<file path="src/rtl/alarm_pkg.sv">
// Shared types and constants for the alarm clock sequencer.
// Times are 24 h BCD: hh(6) mm(7) ss(7) packed into 20 bits.
package alarm_pkg;

  typedef enum logic [2:0] {
    NORMAL    = 3'd0,
    SET_TIME  = 3'd1,
    SET_ALARM = 3'd2,
    RINGING   = 3'd3,
    SNOOZE    = 3'd4
  } alarm_state_t;

  localparam int HR_T_HI  = 19, HR_T_LO  = 18;
  localparam int HR_U_HI  = 17, HR_U_LO  = 14;
  localparam int MIN_T_HI = 13, MIN_T_LO = 11;
  localparam int MIN_U_HI = 10, MIN_U_LO = 7;
  localparam int SEC_T_HI = 6,  SEC_T_LO = 4;
  localparam int SEC_U_HI = 3,  SEC_U_LO = 0;

  localparam logic [5:0] HOUR_MAX_BCD = 6'h23;
  localparam logic [6:0] MIN_MAX_BCD  = 7'h59;

  // RINGING and SNOOZE both report as ALERT.
  function automatic logic [1:0] mode_code(input alarm_state_t s);
    case (s)
      NORMAL:    return 2'd0;
      SET_TIME:  return 2'd1;
      SET_ALARM: return 2'd2;
      default:   return 2'd3;
    endcase
  endfunction

endpackage

</file>
<file path="src/rtl/alarm_controller_if.sv">
// Button/time bundle between the alarm sequencer and its neighbours.
// master drives the button edges and watch time; slave is the controller.
interface alarm_controller_if;
  logic        sec_tick;
  logic        mode_btn;
  logic [1:0]  edit_btns;
  logic        stop_btn;
  logic        alarm_en;
  logic [19:0] current_time;
  logic [1:0]  watch_edit_btns;
  logic [19:0] alarm_time;
  logic [19:0] display_time;
  logic [1:0]  mode;
  logic        ringing;
  logic        buzzer;

  modport master (
    output sec_tick, mode_btn, edit_btns, stop_btn, alarm_en, current_time,
    input  watch_edit_btns, alarm_time, display_time, mode, ringing, buzzer
  );

  modport slave (
    input  sec_tick, mode_btn, edit_btns, stop_btn, alarm_en, current_time,
    output watch_edit_btns, alarm_time, display_time, mode, ringing, buzzer
  );
endinterface

</file>
<file path="src/rtl/bcd_hm_inc.sv">
// Combinational BCD hour or minute incrementer with wrap (23->00, 59->00).
// Minutes never carry into hours; seconds pass through untouched.
module bcd_hm_inc
  import alarm_pkg::*;
(
  input  logic [19:0] i_time,
  input  logic        i_sel_hour,
  output logic [19:0] o_time
);

  always_comb begin
    o_time = i_time;
    if (i_sel_hour) begin
      if (i_time[HR_T_HI:HR_U_LO] == HOUR_MAX_BCD) begin
        o_time[HR_T_HI:HR_U_LO] = '0;
      end else if (i_time[HR_U_HI:HR_U_LO] == 4'd9) begin
        o_time[HR_T_HI:HR_T_LO] = i_time[HR_T_HI:HR_T_LO] + 2'd1;
        o_time[HR_U_HI:HR_U_LO] = '0;
      end else begin
        o_time[HR_U_HI:HR_U_LO] = i_time[HR_U_HI:HR_U_LO] + 4'd1;
      end
    end else begin
      if (i_time[MIN_T_HI:MIN_U_LO] == MIN_MAX_BCD) begin
        o_time[MIN_T_HI:MIN_U_LO] = '0;
      end else if (i_time[MIN_U_HI:MIN_U_LO] == 4'd9) begin
        o_time[MIN_T_HI:MIN_T_LO] = i_time[MIN_T_HI:MIN_T_LO] + 3'd1;
        o_time[MIN_U_HI:MIN_U_LO] = '0;
      end else begin
        o_time[MIN_U_HI:MIN_U_LO] = i_time[MIN_U_HI:MIN_U_LO] + 4'd1;
      end
    end
  end

endmodule

</file>
<file path="src/rtl/alarm_controller.sv">
// Alarm clock sequencer: mode FSM, alarm register, match detect, ring/buzzer.
// Optional snooze is built when ALARM_SNOOZE_EN is defined.
module alarm_controller
  import alarm_pkg::*;
#(
  parameter int RING_SECS   = 60,
  parameter int SNOOZE_SECS = 300
) (
  input  logic               clk,
  input  logic               reset,
  alarm_controller_if.slave  bus
);

  localparam int CNT_SECS = (RING_SECS > SNOOZE_SECS) ? RING_SECS : SNOOZE_SECS;
  localparam int CW       = (CNT_SECS > 2) ? $clog2(CNT_SECS) : 1;
  localparam logic [CW-1:0] RING_LAST   = CW'(RING_SECS - 1);
  localparam logic [CW-1:0] SNOOZE_LAST = CW'(SNOOZE_SECS - 1);
  localparam logic [CW-1:0] CNT_SAT     = '1;

  alarm_state_t  r_state, w_next;
  logic [CW-1:0] r_cnt, w_cnt_next, w_cnt_inc;
  logic          r_match, r_match_d, w_match, w_silence, w_fire;
  logic [19:0]   r_alarm, w_alarm_inc;
  logic          w_alarm_edit;
  logic [1:0]    r_web;
  logic          r_ringing, r_buzzer;
  logic [1:0]    r_mode;

  bcd_hm_inc u_inc (
    .i_time     (r_alarm),
    .i_sel_hour (bus.edit_btns[1]),
    .o_time     (w_alarm_inc)
  );

  assign w_match = bus.alarm_en
                && (bus.current_time[HR_T_HI:MIN_U_LO] == r_alarm[HR_T_HI:MIN_U_LO])
                && (bus.current_time[SEC_T_HI:SEC_U_LO] == '0);
  // Fire only on the rising edge so a match held for the rest of the second is inert.
  assign w_fire       = r_match && !r_match_d;
  assign w_silence    = bus.stop_btn || !bus.alarm_en;
  assign w_cnt_inc    = (r_cnt == CNT_SAT) ? r_cnt : r_cnt + 1'b1;
  assign w_alarm_edit = (r_state == SET_ALARM) && !bus.mode_btn && (|bus.edit_btns);

  always_comb begin
    w_next     = r_state;
    w_cnt_next = r_cnt;
    case (r_state)
      NORMAL: begin
        w_cnt_next = '0;
        if (bus.mode_btn)               w_next = SET_TIME;
        else if (w_fire && !w_silence)  w_next = RINGING;
      end
      SET_TIME: begin
        w_cnt_next = '0;
        if (bus.mode_btn) w_next = SET_ALARM;
      end
      SET_ALARM: begin
        w_cnt_next = '0;
        if (bus.mode_btn) w_next = NORMAL;
      end
      RINGING: begin
        if (w_silence || bus.mode_btn) begin
          w_next     = NORMAL;
          w_cnt_next = '0;
`ifdef ALARM_SNOOZE_EN
        end else if (|bus.edit_btns) begin
          w_next     = SNOOZE;
          w_cnt_next = '0;
`endif
        end else if (bus.sec_tick) begin
          if (r_cnt == RING_LAST) begin
            w_next     = NORMAL;
            w_cnt_next = '0;
          end else begin
            w_cnt_next = w_cnt_inc;
          end
        end
      end
`ifdef ALARM_SNOOZE_EN
      SNOOZE: begin
        if (w_silence || bus.mode_btn) begin
          w_next     = NORMAL;
          w_cnt_next = '0;
        end else if (bus.sec_tick) begin
          if (r_cnt == SNOOZE_LAST) begin
            w_next     = RINGING;
            w_cnt_next = '0;
          end else begin
            w_cnt_next = w_cnt_inc;
          end
        end
      end
`endif
      default: begin
        w_next     = NORMAL;
        w_cnt_next = '0;
      end
    endcase
  end

  always_ff @(posedge clk) begin
    if (!reset) begin
      r_state   <= NORMAL;
      r_cnt     <= '0;
      r_match   <= 1'b0;
      r_match_d <= 1'b0;
      r_alarm   <= '0;
      r_web     <= 2'b00;
      r_ringing <= 1'b0;
      r_buzzer  <= 1'b0;
      r_mode    <= 2'd0;
    end else begin
      r_state   <= w_next;
      r_cnt     <= w_cnt_next;
      r_match   <= w_match;
      r_match_d <= r_match;
      if (w_alarm_edit) r_alarm <= w_alarm_inc;
      r_web     <= (r_state == SET_TIME && !bus.mode_btn) ? bus.edit_btns : 2'b00;
      r_ringing <= (w_next == RINGING);
      r_mode    <= mode_code(w_next);
      // Toggle only while staying in RINGING; entering or leaving holds/forces low.
      if (w_next != RINGING)                      r_buzzer <= 1'b0;
      else if (r_state == RINGING && bus.sec_tick) r_buzzer <= ~r_buzzer;
    end
  end

  assign bus.watch_edit_btns = r_web;
  assign bus.alarm_time      = r_alarm;
  assign bus.display_time    = (r_state == SET_ALARM) ? r_alarm : bus.current_time;
  assign bus.mode            = r_mode;
  assign bus.ringing         = r_ringing;
  assign bus.buzzer          = r_buzzer;

endmodule
</file>
<file path="src/flat_wrapper.sv">
// flat-port wrapper written by rule: the top's interface ports become plain ports
module alarm_controller_flat import alarm_pkg::*;
#(
  parameter int RING_SECS   = 60,
  parameter int SNOOZE_SECS = 300
)
  (clk, reset, bus_sec_tick, bus_mode_btn, bus_edit_btns, bus_stop_btn, bus_alarm_en, bus_current_time, bus_watch_edit_btns, bus_alarm_time, bus_display_time, bus_mode, bus_ringing, bus_buzzer);
  alarm_controller_if bus_i ();
  input  logic clk;
  input  logic reset;
  input wire logic [$bits(bus_i.sec_tick)-1:0] bus_sec_tick;
  input wire logic [$bits(bus_i.mode_btn)-1:0] bus_mode_btn;
  input wire logic [$bits(bus_i.edit_btns)-1:0] bus_edit_btns;
  input wire logic [$bits(bus_i.stop_btn)-1:0] bus_stop_btn;
  input wire logic [$bits(bus_i.alarm_en)-1:0] bus_alarm_en;
  input wire logic [$bits(bus_i.current_time)-1:0] bus_current_time;
  output wire logic [$bits(bus_i.watch_edit_btns)-1:0] bus_watch_edit_btns;
  output wire logic [$bits(bus_i.alarm_time)-1:0] bus_alarm_time;
  output wire logic [$bits(bus_i.display_time)-1:0] bus_display_time;
  output wire logic [$bits(bus_i.mode)-1:0] bus_mode;
  output wire logic [$bits(bus_i.ringing)-1:0] bus_ringing;
  output wire logic [$bits(bus_i.buzzer)-1:0] bus_buzzer;
  assign bus_i.sec_tick = bus_sec_tick;
  assign bus_i.mode_btn = bus_mode_btn;
  assign bus_i.edit_btns = bus_edit_btns;
  assign bus_i.stop_btn = bus_stop_btn;
  assign bus_i.alarm_en = bus_alarm_en;
  assign bus_i.current_time = bus_current_time;
  assign bus_watch_edit_btns = bus_i.watch_edit_btns;
  assign bus_alarm_time = bus_i.alarm_time;
  assign bus_display_time = bus_i.display_time;
  assign bus_mode = bus_i.mode;
  assign bus_ringing = bus_i.ringing;
  assign bus_buzzer = bus_i.buzzer;
  alarm_controller #(.RING_SECS(RING_SECS), .SNOOZE_SECS(SNOOZE_SECS)) u_core (.clk(clk), .reset(reset), .bus(bus_i));
endmodule
</file>
<file path="config.mk">
export PLATFORM = sky130hd
export DESIGN_NAME = alarm_controller_flat
export DESIGN_NICKNAME = d
export VERILOG_FILES = /design/src/rtl/alarm_pkg.sv /design/src/rtl/alarm_controller_if.sv /design/src/rtl/bcd_hm_inc.sv /design/src/rtl/alarm_controller.sv /design/src/flat_wrapper.sv
export SDC_FILE = /design/constraint.sdc
export NUM_CORES = 1
export LEC_CHECK = 0
export CAP_MARGIN = 30
export CORE_UTILIZATION = 35
export CTS_CLUSTER_SIZE = 30
export DETAILED_ROUTE_END_ITERATION = 12
export PLACE_DENSITY = 0.68
export SKIP_CTS_REPAIR_TIMING = 1
export SYNTH_ARGS = -nofsm -noshare
export SYNTH_HDL_FRONTEND = slang
export SYNTH_SLANG_ARGS = --single-unit
</file>
<file path="constraint.sdc">
create_clock -name clk -period 1.8 [get_ports clk]
set_input_delay 0.36 -clock clk [delete_from_list [all_inputs] [get_ports clk]]
set_output_delay 0.36 -clock clk [all_outputs]
set_load 0.01 [all_outputs]
</file>
==> impl_metrics.env, run 1 <==
export IMPL_outcome="finished, violations left"
export IMPL_violations="negative setup slack"
export IMPL_critPathLaunchType="flip-flop"
export IMPL_setup_ws_ps=-165.8
export IMPL_drv_slew=0
export IMPL_cap_violations=0
export IMPL_grt_pass1_vias=1837
export IMPL_final_cell_mix="buf_4 (51), clkdlybuf4s50_1 (46), dfxtp_1 (22)"
export IMPL_slowest_delay_ps=330
export IMPL_cp_slowest_cell="dfxtp_2"
export IMPL_clock_skew_ps=7.220
export IMPL_rsz0062_at_grt="yes"
export IMPL_h_tree_depth=2
export IMPL_route_detailed_drc=0
export IMPL_rows=26
export IMPL_ys_types=45
export IMPL_core_area_mm2=0.005270
export IMPL_gp_congestion=0.7869
export IMPL_cts_clk_slew_worst_paths_ps=80
export IMPL_r2r_start="u_core.r_cnt[1]"
export IMPL_clockBufferDepth=2
export IMPL_timing_hold_worst_class="flip-flop to flip-flop"
export IMPL_ant_nets=0
export IMPL_layout_drive_gt1_share_pct=33.53
export IMPL_timing_hold_violations_final=0
export IMPL_path_cells="nor2b_4 > nor2b_4 > clkbuf_16 > mux2_4 > buf_6"
export IMPL_grt_max_degree=14
export IMPL_die_x_um=76.94
export IMPL_p_leak_nw=1.370
export IMPL_dpl_instance_area_mm2=0.003048
export IMPL_r2r_end="u_core.r_cnt[7]"
export IMPL_top_level_ports=74
export IMPL_slew_headroom_pct=64.78
export IMPL_cp_top_family="simple AND/OR/NAND/NOR gates"
export IMPL_firstDrtPassIters=4
export IMPL_hold_start="u_core.r_match"
export IMPL_hold_depth=1
export IMPL_seq_area_frac_synth_pct=33.61
export IMPL_ys_flop_type="dfxtp_1"
export IMPL_min_to="u_core.r_match_d"
export IMPL_post_dp_hpwl_um=4106
export IMPL_clkSinkCount=33
export IMPL_worstMarginPinSlew_ps=523.5
export IMPL_reg2reg_depth=5
export IMPL_critPathKind="flip-flop to output pin"
export IMPL_die_y_um=76.94
export IMPL_fin_area_mm2=0.003349
export IMPL_syn_to_final_growth_pct=70.40
export IMPL_fillCellCount=463
export IMPL_mostFrequentLayoutCell="buf_4"
export IMPL_crit_fanout=6
export IMPL_routed_via_density=5.056
export IMPL_port_buffers=66
export IMPL_period_needed_ps=1966
export IMPL_post_drt_wl_per_cell_um=13.91
export IMPL_period_share_pct=109.2
export IMPL_yosys_warnings=0
export IMPL_routed_wl_um=5704
export IMPL_ys_ff_latch=33
export IMPL_root_buffer="clkbuf_8"
export IMPL_setup_viol=14
export IMPL_netlist_area_mm2=0.001966
export IMPL_critPathCaptureType="output pin"
export IMPL_drtIter0Drc=49
export IMPL_grt_overflow=0
export IMPL_cp_common_cell="nor2b_4"
export IMPL_die_area_mm2=0.005920
export IMPL_synth_area_per_cell_um2=8.976
export IMPL_cts_tree="built"
export IMPL_critPathArrivalTime_ps=1610
export IMPL_synth_edf_count=0
export IMPL_crit_required_ps=1440
export IMPL_path_buf_inv=2
export IMPL_ir_drop_mv=0.3074
export IMPL_antenna_cells=0
export IMPL_via_count=2073
export IMPL_nNetsFinal=373
export IMPL_async_flop_share_pct=0
export IMPL_postSynthCellCount=219
export IMPL_post_place_ws_ps=-249.5
export IMPL_p_per_area_mw_per_mm2=469.1
export IMPL_cts_buffers=5
export IMPL_clk_latency_ps=290
export IMPL_start_util_pct=37.30
export IMPL_r2r_slack_ps=0
export IMPL_antenna_found_initial=0
export IMPL_grt_pass1_wl_um=8659
export IMPL_track_usage_pct=18.34
export IMPL_fmax_mhz=508.7
## metal layers
layer  vias to the layer above  part of all wire (%)  global-route usage [%]
li1                       1028                     -                       -
met1                       963                    46                   23.70
met2                        73                    47                   29.11
met3                         9                   6.3                   4.643
met4                         0                   1.4                   6.923
met5                         -                     0                       0
## state kept, by name, summed over array words and instances (netlist names)
signal,count
u_core.bus.alarm_time,13
u_core.bus.buzzer,1
u_core.bus.mode,2
u_core.bus.ringing,1
u_core.bus.watch_edit_btns,2
u_core.r_cnt,9
u_core.r_match,1
u_core.r_match_d,1
u_core.r_state,3
## cells by family after synthesis
group	Yosys count	share of synthesized area, %
buffers and inverters	17	4.964
xor gates and xnor gates	21	9.357
other	1	0.1908
AOI/OAI and AO/OA	42	13.43
and+or+nand+nor	85	26.67
DFF	33	33.61
adders and majority gates	6	3.819
muxes	14	7.957
## synthesized netlist by cell type, drive strengths merged (2+ instances only)
| cell | count | area share [%] |
|---|---|---|
| dfxtp | 33 | 34 |
| nor2b | 15 | 4.8 |
| a21oi | 14 | 3.6 |
| xnor2 | 14 | 6.2 |
| mux2 | 13 | 7.4 |
| nand2 | 10 | 2.0 |
| nand4 | 10 | 3.5 |
| nor2 | 10 | 1.9 |
| buf | 9 | 3.4 |
| nand3 | 9 | 2.3 |
| o21ai | 9 | 2.3 |
| xor2 | 7 | 3.1 |
| ha | 6 | 3.8 |
| a21boi | 5 | 1.9 |
| and3 | 4 | 1.3 |
| clkbuf | 4 | 0.76 |
| inv | 4 | 0.76 |
| nor4 | 4 | 1.3 |
| a31oi | 3 | 0.95 |
| and2 | 3 | 0.95 |
| nand3b | 3 | 1.1 |
| nand4b | 3 | 1.3 |
| o31ai | 3 | 1.1 |
| or4 | 3 | 1.1 |
| a211o | 2 | 0.89 |
| a21o | 2 | 0.76 |
| and3b | 2 | 0.89 |
| nand2b | 2 | 0.64 |
| or3 | 2 | 0.64 |
## per-stage QoR
step / power, mW / hold slack, ps / util, % / instances / setup TNS (ps)
6_report: 1.571 / 463.6 / 63.56 / 410 / -1961
5_1_grt: 1.645 / 471.8 / 63.56 / 410 / -3598
4_1_cts: 1.569 / 460.1 / 59.47 / 407 / -9718
3_5_place_dp: 1.014 / 450.9 / 57.83 / 399 / -5801
3_3_place_gp: 1.013 / 444.6 / 57.83 / 399 / -4665
2_1_floorplan: 0.8496 / 421.5 / - / 226 / 0
## area by class of cell
| type | instances | area (um2) | share of cell area (%) |
|---|---|---|---|
| tap | 70 | 87.58 | 2.615 |
| inverter | 4 | 15.01 | 0.4483 |
| sequential | 33 | 679.4 | 20.28 |
| multi-input combinational | 176 | 1359 | 40.57 |
| timing repair buffer | 119 | 1122 | 33.51 |
| clock inverter | 3 | 17.52 | 0.5230 |
| clock buffer | 5 | 68.82 | 2.055 |
## worst max-delay path by stage
stage,from,endpoint,cells after the start
floorplan,u_core.r_state[1],bus_display_time[16],4
global placement,bus_mode_btn,u_core.bus.alarm_time[12],7
detailed placement,u_core.r_state[1],bus_display_time[8],5
CTS,u_core.r_state[1],bus_display_time[8],5
global route,u_core.r_state[1],bus_display_time[18],5
finish,u_core.r_state[1],bus_display_time[18],5
## report_power, final
part	total, mW	internal, mW	switching [mW]
Combinational	0.278	0.176	0.102
Clock	0.559	0.267	0.292
Sequential	0.734	0.731	0.00329
## worst register-to-register path: cells and delay by family (launching register included)
family / cells / cell delay, ps
AOI/OAI and AO/OA: 2 / 590
adders and majority gates: 1 / 170
DFF: 1 / 370
and+or+nand+nor: 2 / 610
(Power assumes the default switching activity.)
==> run 2, diff against run 1 <==
Settings changed: PLACE_DENSITY 0.68 to default, PLACE_DENSITY_LB_ADDON from default to 0.1.
==> run 2 against run 1 <==
Effect of this change:
- the run still ends with negative setup slack left
- sequential power about the same
- clock power increased by 33%
- global-route usage increased by 0.24 points
- maximum frequency shrank 2.9%
- critical path depth did not move
- register-to-register slack is essentially flat
- combinational power decreased by 4%
- setup slack got worse by 59 ps
- critical endpoint is now bus_display_time[4]
- power increased by 11%
- core utilization shrank 0.38 points
- first-iteration DRC count up 53%
==> impl_metrics.env, run 2 (synthesis gave the netlist of run 1 again) <==
export IMPL_largest_reg_flops=13
export IMPL_track_usage_pct=18.58
export IMPL_cts_clk_slew_worst_paths_ps=70
export IMPL_path_cells="nor2b_4 > nor2b_4 > buf_4 > nor2b_1 > clkdlybuf4s50_1"
export IMPL_antenna_cells=0
export IMPL_firstDrtPassIters=4
export IMPL_clkSinkCount=33
export IMPL_grt_max_degree=15
export IMPL_top_level_ports=74
export IMPL_cts_tree="built"
export IMPL_r2r_slack_ps=10
export IMPL_layout_drive_gt1_share_pct=34.10
export IMPL_cp_slowest_cell="clkdlybuf4s50_1"
export IMPL_root_buffer="clkbuf_8"
export IMPL_critPathKind="flip-flop to output pin"
export IMPL_critPathLaunchType="flip-flop"
export IMPL_timing_hold_worst_class="flip-flop to flip-flop"
export IMPL_min_to="u_core.r_match_d"
export IMPL_setup_viol=19
export IMPL_die_y_um=76.94
export IMPL_post_dp_hpwl_um=4090
export IMPL_hold_start="u_core.r_match"
export IMPL_syn_to_final_growth_pct=69.38
export IMPL_outcome="finished, violations left"
export IMPL_route_detailed_drc=0
export IMPL_r2r_start="u_core.r_cnt[7]"
export IMPL_p_total_mw=1.746
export IMPL_cp_top_family="buffers and inverters"
export IMPL_rsz0062_at_grt="yes"
export IMPL_cap_violations=0
export IMPL_reg2reg_depth=4
export IMPL_drv_slew=0
export IMPL_via_count=2034
export IMPL_core_area_mm2=0.005270
export IMPL_port_buffers=66
export IMPL_period_needed_ps=2025
export IMPL_h_tree_depth=2
export IMPL_die_area_mm2=0.005920
export IMPL_clock_skew_ps=10.87
export IMPL_start_util_pct=37.30
export IMPL_routed_via_density=4.889
export IMPL_r2r_end="u_core.r_cnt[7]"
export IMPL_crit_fanout=4
export IMPL_cp_common_cell="nor2b_4"
export IMPL_path_buf_inv=2
export IMPL_clockBufferDepth=2
export IMPL_hold_ws_ps=461.5
export IMPL_grt_overflow=0
export IMPL_ir_drop_mv=0.4039
export IMPL_fin_area_mm2=0.003329
export IMPL_post_drt_wl_per_cell_um=13.32
export IMPL_cts_buffers=5
export IMPL_timing_hold_violations_final=0
export IMPL_period_share_pct=112.5
export IMPL_p_per_area_mw_per_mm2=524.5
export IMPL_fmax_mhz=493.8
export IMPL_grt_pass1_wl_um=8680
export IMPL_die_x_um=76.94
export IMPL_nNetsFinal=379
export IMPL_drtIter0Drc=75
export IMPL_setup_ws_ps=-225.2
export IMPL_final_cell_mix="buf_4 (56), clkdlybuf4s50_1 (49), dfxtp_1 (24)"
export IMPL_crit_required_ps=1440
export IMPL_p_leak_nw=1.341
export IMPL_critPathArrivalTime_ps=1670
export IMPL_dpl_instance_area_mm2=0.003078
export IMPL_finalSetupTns_ps=-2958
export IMPL_fillCellCount=459
export IMPL_violations="negative setup slack"
export IMPL_grt_pass1_vias=1861
export IMPL_routed_wl_um=5540
export IMPL_antenna_found_initial=0
export IMPL_mostFrequentLayoutCell="buf_4"
export IMPL_clk_latency_ps=290
export IMPL_hold_depth=1
export IMPL_ant_nets=0
export IMPL_slowest_delay_ps=470
export IMPL_gp_congestion=0.8751
export IMPL_critPathCaptureType="output pin"
export IMPL_rows=26
==> run 2: cell types whose count changed in the layout (fill, tap and decap cells not counted), moves of 3 or more <==
cell             previous run  this run
clkdlybuf4s50_1            46        49
dlymetal6s2s_1              7         1
buf_4                      51        56
clkbuf_2                    0         5
mux2_2                      0         3
mux2_4                     13        10
==> run 2: worst max-delay path by stage <==
stage	startpoint	to	slack [ps]	cells after the start
6_report	u_core.r_state[1]	bus_display_time[4]	-230	5
2_1_floorplan	u_core.r_state[1]	bus_display_time[16]	4	4
3_5_place_dp	bus_mode_btn	u_core.bus.alarm_time[13]	-300	5
5_1_grt	u_core.r_state[1]	bus_display_time[5]	-300	5
4_1_cts	u_core.r_state[1]	bus_display_time[9]	-580	5
3_3_place_gp	bus_mode_btn	u_core.bus.alarm_time[13]	-260	5
==> run 2: area by class of cell <==
| cell class | instances | area, um2 | area share, % |
|---|---|---|---|
| multi-input combinational | 176 | 1316 | 39.53 |
| timing repair buffer | 125 | 1122 | 33.71 |
| sequential | 33 | 671.9 | 20.18 |
| tap | 70 | 87.58 | 2.631 |
| clock buffer | 7 | 86.33 | 2.593 |
| clock inverter | 1 | 30.03 | 0.9019 |
| inverter | 4 | 15.01 | 0.4510 |
==> run 2: through the flow <==
stage / utilization (%) / cells / worst slack, ps
after floorplan: - / 226 / 3.570
after global placement: 58.40 / 403 / -255.5
after detailed placement: 58.40 / 403 / -302.7
after CTS: 60.61 / 411 / -577.6
after global routing: 63.18 / 416 / -302.3
final: 63.18 / 416 / -225.2
==> run 2: power by group <==
| group | total, mW | switching, mW | internal [mW] |
|---|---|---|---|
| Clock | 0.741 | 0.290 | 0.452 |
| Combinational | 0.268 | 0.100 | 0.168 |
| Sequential | 0.737 | 0.00306 | 0.734 |
| Total | 1.75 | 0.393 | 1.35 |
==> run 2: worst reg2reg max path: cells and delay by family, from the launching register on <==
| kind | cells | cell delay, ps |
|---|---|---|
| simple gates | 2 | 800 |
| compound gates | 2 | 600 |
| flops | 1 | 330 |
==> run 2: routing by layer <==
metal  part of all wire [%]  track usage (%)  up-vias
met5                      0                0        -
met4                    1.5            8.269        0
met3                    7.1            5.476        8
met2                     45            28.30       75
met1                     46            24.02      915
li1                       -                -     1036
==> run 3, diff against run 2 <==
Settings changed: CORE_MARGIN from default to 2, CORE_UTILIZATION 35 to 40.
==> run 3 against run 2 <==
Effect of this change:
- wire length increased by 4.4%
- the run still ends with negative setup slack left
- critical path depth increased by 1
- combinational power increased by 7%
- largest cell class unchanged
- via count increased by 1.5%
- die area decreased by 7.2%
- critical endpoint is now bus_display_time[11]
==> impl_metrics.env, run 3 (synthesis gave the netlist of run 1 again) <==
export IMPL_syn_to_final_growth_pct=72.69
export IMPL_p_sw_share_pct=23.19
export IMPL_crit_required_ps=1440
export IMPL_track_usage_pct=20.40
export IMPL_root_buffer="clkbuf_8"
export IMPL_gp_congestion=0.8221
export IMPL_crit_fanout=7
export IMPL_clkSinkCount=33
export IMPL_cts_tree="built"
export IMPL_grt_pass1_wl_um=8597
export IMPL_ir_drop_mv=0.2653
export IMPL_period_needed_ps=1977
export IMPL_grt_max_degree=15
export IMPL_dr_wl_met2_um=2785
export IMPL_p_leak_nw=1.410
export IMPL_mostFrequentLayoutCell="buf_4"
export IMPL_die_x_um=74.10
export IMPL_core_area_mm2=0.004723
export IMPL_drtIter0Drc=34
export IMPL_cp_slowest_cell="dfxtp_2"
export IMPL_crit_path_end="bus_display_time[11]"
export IMPL_cap_violations=0
export IMPL_period_share_pct=109.9
export IMPL_cp_top_family="buffers and inverters"
export IMPL_largest_reg_flops=13
export IMPL_r2r_end="u_core.r_cnt[5]"
export IMPL_port_buffers=66
export IMPL_rsz0062_at_grt="yes"
export IMPL_drv_slew=0
export IMPL_outcome="finished, violations left"
export IMPL_routed_wl_um=5786
export IMPL_clockBufferDepth=2
export IMPL_ant_nets=0
export IMPL_final_cell_mix="buf_4 (59), clkdlybuf4s50_1 (46), dfxtp_1 (22)"
export IMPL_post_place_ws_ps=-264.8
export IMPL_die_y_um=74.10
export IMPL_rows=25
export IMPL_path_buf_inv=3
export IMPL_routed_top_layer="met4"
export IMPL_slowest_delay_ps=330
export IMPL_p_int_mw=1.218
export IMPL_layout_drive_gt1_share_pct=34.67
export IMPL_violations="negative setup slack"
export IMPL_antenna_found_initial=0
export IMPL_via_count=2064
export IMPL_finish_utilization_pct=71.87
export IMPL_start_util_pct=41.62
export IMPL_post_dp_hpwl_um=4227
export IMPL_die_area_mm2=0.005491
export IMPL_clock_skew_ps=5.125
export IMPL_cts_buffers=5
export IMPL_firstDrtPassIters=4
export IMPL_r2r_start="u_core.r_cnt[1]"
export IMPL_antenna_cells=0
export IMPL_grt_overflow=0
export IMPL_r2r_slack_ps=30
export IMPL_path_depth=6
export IMPL_dpl_instance_area_mm2=0.003074
export IMPL_p_total_mw=1.586
export IMPL_critPathLaunchType="flip-flop"
export IMPL_hold_ws_ps=461.9
export IMPL_p_clk_share_pct=35.5
export IMPL_reg2reg_depth=5
export IMPL_timing_hold_violations_final=0
export IMPL_grt_pass1_vias=1937
export IMPL_h_tree_depth=2
export IMPL_wl_met3_um=244
export IMPL_critPathCaptureType="output pin"
export IMPL_p_per_area_mw_per_mm2=467.2
export IMPL_top_level_ports=74
export IMPL_power_switching_mw=0.3678
export IMPL_clk_latency_ps=280
export IMPL_cts_clk_slew_worst_paths_ps=70
export IMPL_nNetsFinal=383
export IMPL_critPathKind="flip-flop to output pin"
export IMPL_fin_area_mm2=0.003395
export IMPL_post_drt_wl_per_cell_um=13.91
export IMPL_combPwrFrac_pct=18.0
export IMPL_timing_hold_worst_class="flip-flop to flip-flop"
export IMPL_path_cells="nor2b_4 > nor2b_4 > buf_6 > buf_8 > mux2_4 > buf_6"
export IMPL_fmax_mhz=505.7
export IMPL_fillCellCount=376
export IMPL_setup_ws_ps=-177.3
export IMPL_critPathArrivalTime_ps=1620
export IMPL_pwr_share_seq_pct=46.5
export IMPL_route_detailed_drc=0
export IMPL_crit_start="u_core.r_state[1]"
export IMPL_routed_via_density=4.962
export IMPL_setup_viol=20
export IMPL_met1_length_um=2675
run 3: how the worst min path moves through the flow:
stage	from	endpoint	slack (ps)	cells after the start
3_5_place_dp	u_core.r_match	u_core.r_match_d	450	1
5_1_grt	u_core.r_match	u_core.r_match_d	490	1
6_report	u_core.r_match	u_core.r_match_d	460	1
4_1_cts	u_core.r_match	u_core.r_match_d	460	1
2_1_floorplan	u_core.r_match	u_core.r_match_d	420	1
3_3_place_gp	u_core.r_match	u_core.r_match_d	440	1
run 3: per-layer routing:
metal,global-route usage [%],up-vias
met3,5.149,6
met1,25.39,964
li1,-,1042
met4,8.283,0
met2,33.73,52
met5,0,-
run 3: layout make-up:
class / count / area (um2) / share of cell area, %
Sequential cell: 33 / 676.9 / 19.94
Clock buffer: 7 / 86.33 / 2.543
Tap cell: 67 / 83.83 / 2.470
Inverter: 4 / 15.01 / 0.4423
Multi-Input combinational cell: 176 / 1346 / 39.66
Timing Repair Buffer: 129 / 1186 / 34.94
run 3: worst register-to-register path, delay by kind of cell (launching register included):
kind                       cells  cell delay [ps]
adders and majority gates      1              160
and+or+nand+nor                2              600
DFF                            1              360
AOI/OAI and AO/OA              2              590
run 3: stage by stage:
| step | std cells | TNS (ps) |
|---|---|---|
| 3_3_place_gp | 402 | -6084 |
| 6_report | 416 | -1995 |
| 4_1_cts | 409 | -10070 |
| 2_1_floorplan | 226 | 0 |
| 3_5_place_dp | 402 | -5805 |
| 5_1_grt | 416 | -3236 |
run 3: power groups by stage:
| stage | Clock (mW) | Sequential (mW) | Combinational (mW) |
|---|---|---|---|
| CTS | 0.576 | 0.737 | 0.270 |
| global route | 0.605 | 0.737 | 0.304 |
| global placement | 0 | 0.753 | 0.267 |
| finish | 0.564 | 0.737 | 0.286 |
| detailed placement | 0 | 0.753 | 0.268 |
| floorplan | 0 | 0.755 | 0.0949 |
==> RTL change 1 (config.mk and constraints of run 2) <==
`MIN_T_HI`: 13 -> 15.
--- a/src/rtl/alarm_pkg.sv
+++ b/src/rtl/alarm_pkg.sv
@@ -12,7 +12,7 @@
 
   localparam int HR_T_HI  = 19, HR_T_LO  = 18;
   localparam int HR_U_HI  = 17, HR_U_LO  = 14;
-  localparam int MIN_T_HI = 13, MIN_T_LO = 11;
+  localparam int MIN_T_HI = 15, MIN_T_LO = 11;
   localparam int MIN_U_HI = 10, MIN_U_LO = 7;
   localparam int SEC_T_HI = 6,  SEC_T_LO = 4;
   localparam int SEC_U_HI = 3,  SEC_U_LO = 0;
Check against the original RTL: no difference found for any inputs over 10 cycles, from zero or initial values and one cycle with reset low; that may be too few to reach the edited logic, so the function may still have changed.
==> RTL change 1 against run 2 <==
  * The flow still finishes with violations (negative setup slack)
  * Largest cell class unchanged
  * Area after synthesis grew 5.8%
  * First-iteration DRC count is 36% higher
  * Cell area grew 6.7%
  * Worst setup slack got worse by 0.17 ns
  * Largest power group is now registers
  * Sequential cell count stayed put
  * Routed wire length is 16% higher
  * Clock skew decreased by 0.0044 ns
  * Power rose by 0.47%
==> RTL change 1: results (changes against run 2) <==
The reg-to-reg startpoint was u_core.r_cnt[3]. The run gives 2 (unchanged) as the maximum number of buffers from clock root to sink. The worst stage delay on the critical path works out to 0.38 ns (-0.09 ns). The cell internal power dissipation is 1.36 mW (+0.24%). The data arrival time at the worst-slack endpoint is 1.83 ns (+0.16 ns), and the final cell count without fillers is 449 (+7.9%). The count of flip-flops and latches was 33 (unchanged); the placer congestion estimate was 0.810 (-7.5%). The run finished, with violations left. For the peak supply drop, the log shows 0.000309 V (-23%).

The placed wire-length estimate was 4400 µm (+7.5%); the fraction of cell area in non-clock buffers was 34.2% (+0.49 points). The run gives 49 (+8.9%) as the distinct cell type count of the synthesized netlist. The checks that failed: negative setup slack. The share of post-route cells with drive strength above 1 was 34.2% (+0.11 points); the wire length of the first global-routing pass was 8990 µm (+3.6%). The clock group share of total power was 42.0% (-0.5 points).

Ranked by total cell area, the synthesized netlist is headed by sky130_fd_sc_hd__dfxtp_1, sky130_fd_sc_hd__mux2_2, sky130_fd_sc_hd__xnor2_1. The run gives 18 (+3) as the maximum number of pins on one net before global-route repair. The tools report the post-route clock skew as 0.00643 ns (-0.00443 ns). The tools report the capture point of the worst path as bus_display_time[15].

The antenna diode instance count was 0 (unchanged). The multi-input gate count was 195 (+11%); the clock network area share was 3.28% (-0.22 points). The worst-case register-to-register setup slack was 0.05 ns (+0.04 ns); the via density per instance was 5.05 (+3.2%).

The starting DRC count in detailed routing came out at 102 (+36%). Tracing the worst setup path back leads to its startpoint at u_core.r_state[0]. The mean area per synthesized cell was 8.39 µm² (-6.6%); the number of inserted filler cells in the final layout was 483 (+5.2%). For the worst path setup slack after routing, the log shows -0.395 ns (-0.170 ns). The fraction of area in multi-input gates is 40.1% (+0.59 points). The number of placed cells counting well taps was 427 (+6.0%); the number of failing setup endpoints in the final timing report was 20 (+1).

The via count of the first global-routing pass is 1922 (+3.3%), and the worst setup timing slack at the placement stage is -0.269 ns (+0.0338 ns). The worst reg2reg path depth was 7 (+3); the portion of total power attributed to combinational logic was 16.0% (+0.7 points). The commonest cells after synthesis are sky130_fd_sc_hd__dfxtp_1, sky130_fd_sc_hd__nor2_1, sky130_fd_sc_hd__nand2_1, sky130_fd_sc_hd__xnor2_1, sky130_fd_sc_hd__a21oi_1. The number of buffers other than clock buffers in the final layout is 132 (+5.6%). For the total track usage, the log shows 18.5% (-0.094 points). The final wirelength came out at 6430 µm (+16%).

The count of inverters not on the clock network in the layout is 9 (+5).
-- RTL change 1: cell count changes after synthesis, moves of 3 or more --
cell	delta
sky130_fd_sc_hd__xor2_1	-4
sky130_fd_sc_hd__nand3_1	+3
sky130_fd_sc_hd__nor4bb_1	+3
sky130_fd_sc_hd__nor3_1	+3
sky130_fd_sc_hd__nor2b_1	-5
sky130_fd_sc_hd__clkbuf_1	+5
sky130_fd_sc_hd__nor2_1	+12
sky130_fd_sc_hd__inv_1	+4
sky130_fd_sc_hd__nand2_1	+6
sky130_fd_sc_hd__or3_1	+3
sky130_fd_sc_hd__a21boi_1	-5
-- RTL change 1: kinds of logic (layout without fill, tap and decap cells) --
logic type | Yosys count | count (layout) | share of synthesized area, %
compound gates | 42 | 42 | 12.2
xor+xnor | 18 | 18 | 7.58
fa+ha+maj | 8 | 8 | 4.81
buf+inv | 27 | 149 | 6.56
flops | 33 | 33 | 31.8
mux | 16 | 16 | 8.48
other cells | 1 | 8 | 0.180
simple gates | 103 | 103 | 28.4
-- RTL change 1: stage by stage --
step	hold slack (ns)	setup TNS (ns)	power, mW	cell area [µm²]
floorplan	0.422	0	0.857	2120
global placement	0.451	-3.75	1.02	3180
detailed placement	0.443	-4.08	1.02	3180
CTS	0.474	-7.65	1.76	3290
global route	0.503	-6.34	1.83	3550
finish	0.474	-4.86	1.75	3550
-- RTL change 1: per-layer routing --
layer  part of all wire, %  vias to the layer above  GRT usage, %
met5                     0                        -             0
met4                  0.84                        0          5.09
met3                   4.6                        6          5.98
met2                    47                       68          28.4
met1                    47                     1063          24.6
li1                      -                     1129             -
==> RTL change 2 (flow settings as in run 2) <==
Made on the original files. Reset style: asynchronous (`reset`), changed in one clocked block.
--- a/src/rtl/alarm_controller.sv
+++ b/src/rtl/alarm_controller.sv
@@ -98,7 +98,7 @@
     endcase
   end
 
-  always_ff @(posedge clk) begin
+  always_ff @(posedge clk or negedge reset) begin
     if (!reset) begin
       r_state   <= NORMAL;
       r_cnt     <= '0;
Formal check against the unedited RTL: differs if reset is asserted again (counterexample within 4 cycles, from zero or initial values and one cycle with reset low); with reset held inactive, the same outputs for 10 cycles.
==> RTL change 2 against run 2 <==
  * The flow still finishes with violations (negative setup slack)
  * Critical path type unchanged
  * Routed wire length grew 18%
  * Cell area grew 11%
  * Non-clock buffer count grew 18
  * Sequential share of layout area rose by 2.2 points
  * Fmax fell by 0.87%
  * Count of clock-buffer cells in the layout decreased by 2
  * Area after synthesis increased by 11%
  * Worst setup slack lost 0.018 ns
  * First-iteration DRC count grew 13%
  * Sequential cell count unchanged
  * Power up 2.9%
  * Global-route usage rose by 1.7 points
  * Combinational power increased by 71%
  * Largest power group is now registers
==> RTL change 2: results (changes against run 2) <==
The flow ran to the end, but the final reports show violations. The checks that failed: negative setup slack. The total track usage is 20.3% (+1.7 points), and the starting DRC count in detailed routing is 85 (+13%). The leakage component of the power was 1.68 nW (+25%); the placed wire-length estimate was 4750 µm (+16%).

The layout net count was 400 (+5.5%). The tools report the reg-to-reg startpoint as u_core.r_cnt[1]. The origin of the worst min-delay path is u_core.r_match.

The share of post-route cells with drive strength above 1 was 42.0% (+7.9 points); the number of inserted filler cells in the final layout was 508 (+11%). The worst-case register-to-register setup slack is -0.21 ns (-0.22 ns), and the number of failing setup endpoints in the final timing report is 31 (+12). The peak supply drop was 0.000332 V (-18%); the worst reg2reg path depth was 9 (+5). The run gives 2066 (+11%) as the via count of the first global-routing pass. The worst setup timing slack at the placement stage is -0.224 ns (+0.0788 ns). Post-route clock skew: 0.00726 ns (-0.00361 ns). The end point of the most critical hold path was u_core.r_match_d. The mean area per synthesized cell was 9.75 µm² (+8.6%). Sequential area share after synthesis: 38.0% (+4.4 points). The tools report the distinct cell type count of the synthesized netlist as 51 (+13%).

The met1 routed wirelength after detailed routing came out at 3110 µm (+21%). The number of placed cells counting well taps came out at 418 (+3.7%). The leading area contributor after synthesis is sky130_fd_sc_hd__dfrtp_1. For the placer congestion estimate, the log shows 0.771 (-12%). By area the synthesized netlist is led by sky130_fd_sc_hd__dfrtp_1, sky130_fd_sc_hd__mux2_2, sky130_fd_sc_hd__xnor2_1. The number of cells on the worst hold path is 0 (-1). Maximum fanout count along the critical path: 9 (+5). The met3 wire length is 296 µm (-24%). The tools report the capture point of the worst path as bus_display_time[11]. The via density per instance was 4.94 (+1.0%); the wire length of the first global-routing pass was 9940 µm (+14%). In this run the worst setup path begins at u_core.r_state[2].

For the maximum number of pins on one net before global-route repair, the log shows 34 (+19). Hold slack: 0.395 ns (-0.0662 ns). In this run the critical register-to-register path is captured at u_core.r_cnt[0]. Length of routed met2 wiring: 3100 µm (+24%).

Among all stages on the critical path, the largest delay is contributed by sky130_fd_sc_hd__dfrtp_1. The share of synthesized flip-flops with an asynchronous set or reset was 100% (+100 points); the worst path setup slack after routing was -0.243 ns (-0.0179 ns). Sorting the synthesized cells by how often they occur yields sky130_fd_sc_hd__dfrtp_1, sky130_fd_sc_hd__mux2_2, sky130_fd_sc_hd__xnor2_1.

Final wirelength: 6530 µm (+18%). Worst stage delay on the critical path: 0.41 ns (-0.06 ns). The tools report the detailed-route via count as 2183 (+7.3%).
==> RTL change 2: layout make-up <==
cell class | count | share of cell area (%)
Timing Repair Buffer | 143 | 33.7
Sequential cell | 33 | 22.4
Clock inverter | 3 | 0.473
Tap cell | 75 | 2.53
Clock buffer | 5 | 1.86
Multi-Input combinational cell | 174 | 38.1
Inverter | 9 | 0.912
==> RTL change 2: per-layer routing <==
| metal | track usage, % | vias up |
|---|---|---|
| met1 | 27.1 | 1033 |
| met4 | 5.54 | 0 |
| met5 | 0 | - |
| met3 | 4.83 | 2 |
| li1 | - | 1084 |
| met2 | 32.5 | 64 |
==> RTL change 2: report_power, final <==
group | leakage, nW | total [mW] | switching [mW] | internal, mW
sequential | 0.437 | 0.781 | 0.0170 | 0.764
clock | 0.0439 | 0.557 | 0.290 | 0.267
combinational | 1.20 | 0.458 | 0.196 | 0.261
==> RTL change 2: cells by family (layout without fill, tap and decap cells) <==
family	after synthesis	in the layout	synth area share, %
flip-flops	33	33	38.0
XOR/XNOR	18	18	7.25
AO/OA/AOI/OAI	40	40	13.3
buffers and inverters	23	160	5.35
adder cells (fa/ha/maj)	6	6	3.45
AND/OR/NAND/NOR	85	85	23.8
other	1	8	0.172
multiplexers	17	17	8.75
==> RTL change 2: per-stage QoR <==
stage	total power, mW	area (µm²)	setup TNS, ns
floorplan	0.968	2240	-0.271
global placement	1.24	3390	-6.30
detailed placement	1.24	3390	-6.37
CTS	1.80	3480	-10.04
global route	1.90	3700	-7.00
finish	1.80	3700	-4.63
